## config.mk

```make
export PLATFORM = sky130hd
export DESIGN_NAME = backtrack_controller
export DESIGN_NICKNAME = d
export VERILOG_FILES = /design/src/rtl/backtrack_controller.sv
export SDC_FILE = /design/constraint.sdc
export NUM_CORES = 1
export LEC_CHECK = 0
export CAP_MARGIN = 25
export CORE_MARGIN = 2
export CORE_UTILIZATION = 43
export DETAILED_ROUTE_END_ITERATION = 8
export GPL_ROUTABILITY_DRIVEN = 0
export PLACE_DENSITY = 0.86
export SYNTH_ARGS = -nofsm -noshare
export SYNTH_HDL_FRONTEND = slang
export SYNTH_SLANG_ARGS = --single-unit
```

## constraint.sdc

```tcl
create_clock -name clock -period 8.4 [get_ports clock]
set_clock_uncertainty 0.05 [all_clocks]
set_input_delay 1.68 -clock clock [delete_from_list [all_inputs] [get_ports clock]]
set_output_delay 1.68 -clock clock [all_outputs]
set_load 0.01 [all_outputs]
```

## src/rtl/backtrack_controller.sv

```systemverilog
// backtrack_controller: arbitrates trace-table pushes and unwinds the stack to the latest decision on conflict
module backtrack_controller #(
  parameter int NUM_VARIABLE = 128,
  parameter int VARIABLE_INDEXES = 8,
  localparam int DW = $clog2(NUM_VARIABLE + 1)
) (
  input  logic                      clock,
  input  logic                      reset,
  input  logic                      dec_req,
  input  logic [VARIABLE_INDEXES:0] dec_var,
  input  logic                      dec_val,
  input  logic                      frc_req,
  input  logic [VARIABLE_INDEXES:0] frc_var,
  input  logic                      frc_val,
  input  logic                      conflict,
  output logic                      dec_ready,
  output logic                      frc_ready,
  output logic                      tt_en,
  output logic                      tt_rw,
  output logic                      tt_reset,
  output logic                      tt_type_in,
  output logic                      tt_val_in,
  output logic [VARIABLE_INDEXES:0] tt_variable,
  input  logic                      tt_type_out,
  input  logic                      tt_val_out,
  input  logic [VARIABLE_INDEXES:0] tt_variable_out,
  output logic                      unassign_valid,
  output logic [VARIABLE_INDEXES:0] unassign_var,
  output logic                      flip_valid,
  output logic [VARIABLE_INDEXES:0] flip_var,
  output logic                      flip_val,
  output logic                      busy,
  output logic                      done,
  output logic                      unsat,
  output logic [DW-1:0]             depth
);
  typedef enum logic [2:0] {INIT, IDLE, POP_REQ, POP_WAIT, PUSH_FLIP, UNSAT} state_t;
  localparam logic [DW-1:0] FULL = DW'(NUM_VARIABLE);
  state_t state, next;
  logic [VARIABLE_INDEXES:0] saved_var;
  logic saved_val;
  logic full;
  assign full = depth >= FULL;
  assign busy = state != IDLE;
  assign unsat = state == UNSAT;
  always_ff @(posedge clock or negedge reset)
    if (!reset) begin
      state <= INIT;
      depth <= '0;
      saved_var <= '0;
      saved_val <= 1'b0;
    end else begin
      state <= next;
      depth <= tt_en && tt_rw ? depth + DW'(1) : state == POP_REQ ? depth - DW'(1) : depth;
      if (flip_valid) begin
        saved_var <= flip_var;
        saved_val <= flip_val;
      end
    end
  always_comb begin
    next = state;
    dec_ready = 1'b0;
    frc_ready = 1'b0;
    tt_en = 1'b0;
    tt_rw = 1'b0;
    tt_reset = 1'b0;
    tt_type_in = 1'b0;
    tt_val_in = 1'b0;
    tt_variable = '0;
    unassign_valid = 1'b0;
    unassign_var = '0;
    flip_valid = 1'b0;
    flip_var = '0;
    flip_val = 1'b0;
    done = 1'b0;
    case (state)
      INIT: begin
        tt_en = 1'b1;
        tt_reset = 1'b1;
        next = IDLE;
      end
      IDLE:
        if (conflict) next = depth == '0 ? UNSAT : POP_REQ;
        else begin
          frc_ready = frc_req && !full;
          dec_ready = dec_req && !frc_req && !full;
          tt_en = frc_ready || dec_ready;
          tt_rw = tt_en;
          tt_type_in = frc_ready;
          tt_val_in = frc_ready ? frc_val : dec_ready && dec_val;
          tt_variable = frc_ready ? frc_var : dec_ready ? dec_var : '0;
        end
      POP_REQ: begin
        tt_en = 1'b1;
        next = POP_WAIT;
      end
      POP_WAIT: begin
        unassign_valid = 1'b1;
        unassign_var = tt_variable_out;
        // a decide entry ends the unwind; its opposite polarity goes back as forced
        if (tt_type_out) next = depth != '0 ? POP_REQ : UNSAT;
        else begin
          flip_valid = 1'b1;
          flip_var = tt_variable_out;
          flip_val = ~tt_val_out;
          next = PUSH_FLIP;
        end
      end
      PUSH_FLIP: begin
        tt_en = 1'b1;
        tt_rw = 1'b1;
        tt_type_in = 1'b1;
        tt_val_in = saved_val;
        tt_variable = saved_var;
        done = 1'b1;
        next = IDLE;
      end
      default: ;
    endcase
  end
endmodule

```

==> out/summary.txt <==
Synthesis Warnings: 0
Tmin final: 5370 ps
Place WS: 3020 ps
Max_cap viols: 0
Max_slew headroom: 39.7%
Fmax: 0.186 GHz
Synthesized area: 1620 sq um
CP max stage delay: 540 ps
RSZ-0062 raised after global routing: no
Initial Util: 44.6%
Final Cycle Share: 63.9%
Mean Syn Cell Area: 9.58 sq um
WHS: 471 ps
Worst Path Arrival: 3640 ps
Share of layout cells above drive strength 1: 12.0%
PwrDens: 327 nW/um^2
Post-synth top area cell: dfrtp_1
Core Footprint: 3630 sq um
Global-route wire length before repair: 7060 um
RR Startpoint: state[0]$_DFFE_PN0P_
Dpl hpwl: 3380 um
Rows: 22
Complex-gate fraction of the synthesized area: 19.4%
CTS tree: done
Worst setup path startpoint: tt_type_out
Clk buf depth: 2
Vias in the first global route: 1499
Via count: 1601
Routed WL per cell: 14.5 um
Share of Yosys cell area claimed by the top area cell type: 32.5%
DRC errors left: 0
CTS sink cnt: 21
Hold Path Class: reg -> reg
Die area: 4270 sq um
Worst EP required: 6670 ps
Die height: 65.4 um
GRT Util Overall: 21.0%
Largest family of logic cells by synthesized area: simple AND/OR/NAND/NOR gates
Number of nets at the end of the flow: 293
Post-synthesis adder-cell area fraction: 5.87%
Final hold vios: 0
Clock latency on the worst-skew pair: 260 ps
Multiplexer share of the synthesized area: 9.97%
VDD IR-drop max: 0.231 mV
Synth Area in Simple Gates: 21.2%
CTS HTree Levels: 1
FFs w/ async S/R, synth: 100%
R2r worst-path depth: 10
Post-Syn Instances: 169
Final Worst Setup Slack: 3030 ps
Setup bufs post-CTS: 0
IO Count: 84
Final wirelength: 4300 um
Drt via density: 5.39
Largest net degree at the start of global routing: 22
Primary FF master, synth: dfrtp_1
Max Fanout on Critical Path: 12
Synth unique cells: 43
Critical path launch point type: input port
Layout area overhead: 55.3%
Fillcell total: 294
Outcome: finished clean
Slew Viols, Final: 0
Finished Cell Area: 2510 sq um
Total gr overflow: 0
Critical path class: in -> out
Worst path slowest cell: nor2b_1
Cts bufs inserted: 3
Antenna cells: 0
FF+latch count, synth: 21
Slew @ Worst Pin: 901 ps
Fin Setup TNS: 0 ps
Die Wd: 65.4 um
Leakage: 1.06 nW
Reg2reg end: depth[5]$_DFFE_PN0P_
Net count after synthesis: 212
Post-CTS Hold Buffers: 0
CTS clock-pin slew for the worst setup and hold paths: 80 ps
CP Cell Sequence: clkdlybuf4s50_1 -> nor2b_1 -> buf_4 -> nor2b_1 -> clkdlybuf4s50_1
I/O Buffers: 83
Initial antenna violation count: 0
Post-Place Cell Area: 2470 sq um
Final setup vio count: 0
XOR/XNOR Fraction of Synth Area: 3.25%
CTS root buf: clkbuf_8
DRT iter0 DRCs: 90
# resized after CTS: 0
Worst Setup End Kind: primary output
Seq/Total Area, Yosys: 32.5%
Crit path capture: flip_val
EDFF count, synth: 0
Routed Antenna Nets: 0
Pre-antenna DRT Iters: 6
Reg2reg setup slack: 5060 ps
Top cells by area, synth: dfrtp_1, and2_1, mux2_2
## layout by cell type (no fill, tap or decap), types with 2 or more instances in the layout
master / instances
dfrtp_1: 21
and2_1: 18
nand2_1: 5
nor3b_1: 2
a222oi_1: 10
nor2_1: 9
and3b_2: 2
o21ai_0: 4
or4_1: 2
o211ai_1: 3
clkdlybuf4s50_1: 83
clkbuf_8: 3
a21o_1: 3
mux2_2: 9
a221oi_1: 3
inv_1: 17
ha_1: 6
xnor2_1: 4
or2_2: 5
nor3_1: 2
nor4_1: 2
xor2_1: 2
a211oi_1: 2
mux2_4: 4
nor2b_1: 2
or3_1: 2
buf_4: 3
a21oi_1: 6
## registers in the layout, summed over array words and instances, names as in the netlist
register   count
state          3
saved_val      1
saved_var      9
depth          8
## worst min-delay path by stage
stage / startpoint / to / slack, ps / cells after the start
final: saved_var[7]$_DFFE_PN0P_ / saved_var[7]$_DFFE_PN0P_ / 470 / 1
after global routing: saved_var[8]$_DFFE_PN0P_ / saved_var[8]$_DFFE_PN0P_ / 490 / 1
after CTS: saved_var[0]$_DFFE_PN0P_ / saved_var[0]$_DFFE_PN0P_ / 470 / 1
after detailed placement: saved_var[7]$_DFFE_PN0P_ / saved_var[7]$_DFFE_PN0P_ / 460 / 1
after global placement: saved_var[2]$_DFFE_PN0P_ / saved_var[2]$_DFFE_PN0P_ / 450 / 1
after floorplan: saved_var[0]$_DFFE_PN0P_ / saved_var[0]$_DFFE_PN0P_ / 430 / 1
## routing by layer
layer / global-route usage (%) / up-vias / share of wire (%)
met5: 0 / - / 0
met4: 5.99 / 0 / 1.1
met3: 4.45 / 6 / 9.1
met2: 36.5 / 77 / 47
met1: 26.2 / 738 / 42
li1: - / 780 / -
## cell type report
class | instances | area [sq um] | area share [%]
timing repair buffer | 86 | 853 | 33.9
sequential | 21 | 526 | 20.9
multi-input combinational | 121 | 966 | 38.4
clock inverter | 1 | 5.00 | 0.199
tap | 48 | 60.1 | 2.39
clock buffer | 3 | 41.3 | 1.64
inverter | 17 | 63.8 | 2.54
## cells in the mapped netlist (3+ instances only)
cell type  number
a221oi_1        3
xnor2_1         4
ha_1            6
or2_2           5
mux2_4          4
and2_1         18
inv_1          17
clkbuf_1        3
a222oi_1       10
dfrtp_1        21
nand2_1         5
nor2_1          9
mux2_2          9
buf_2           3
o21ai_0         4
o211ai_1        3
a21oi_1         6
a21o_1          3
## critical path, delay by kind of cell
| kind | cells | cell delay (ps) |
|---|---|---|
| buffers and inverters | 3 | 1270 |
| AND/OR/NAND/NOR | 2 | 680 |
## report_power, final
part,internal (mW),leakage [nW],switching [mW]
sequential,0.153,0.244,0.0663
combinational,0.308,0.792,0.229
clock,0.0330,0.0255,0.0324
## through the flow
step	power (mW)	utilization, %	std cells
floorplan	0.569	-	169
global placement	0.746	67.9	293
detailed placement	0.760	67.9	293
CTS	0.828	69.2	297
global route	0.892	69.2	297
finish	0.822	69.2	297
## kinds of logic after synthesis
kind of cell	after synthesis
DFF	21
adders and majority gates	7
muxes	13
buffers and inverters	27
AOI/OAI and AO/OA	38
and+or+nand+nor	57
xor gates and xnor gates	6
(Power assumes the default switching activity.)
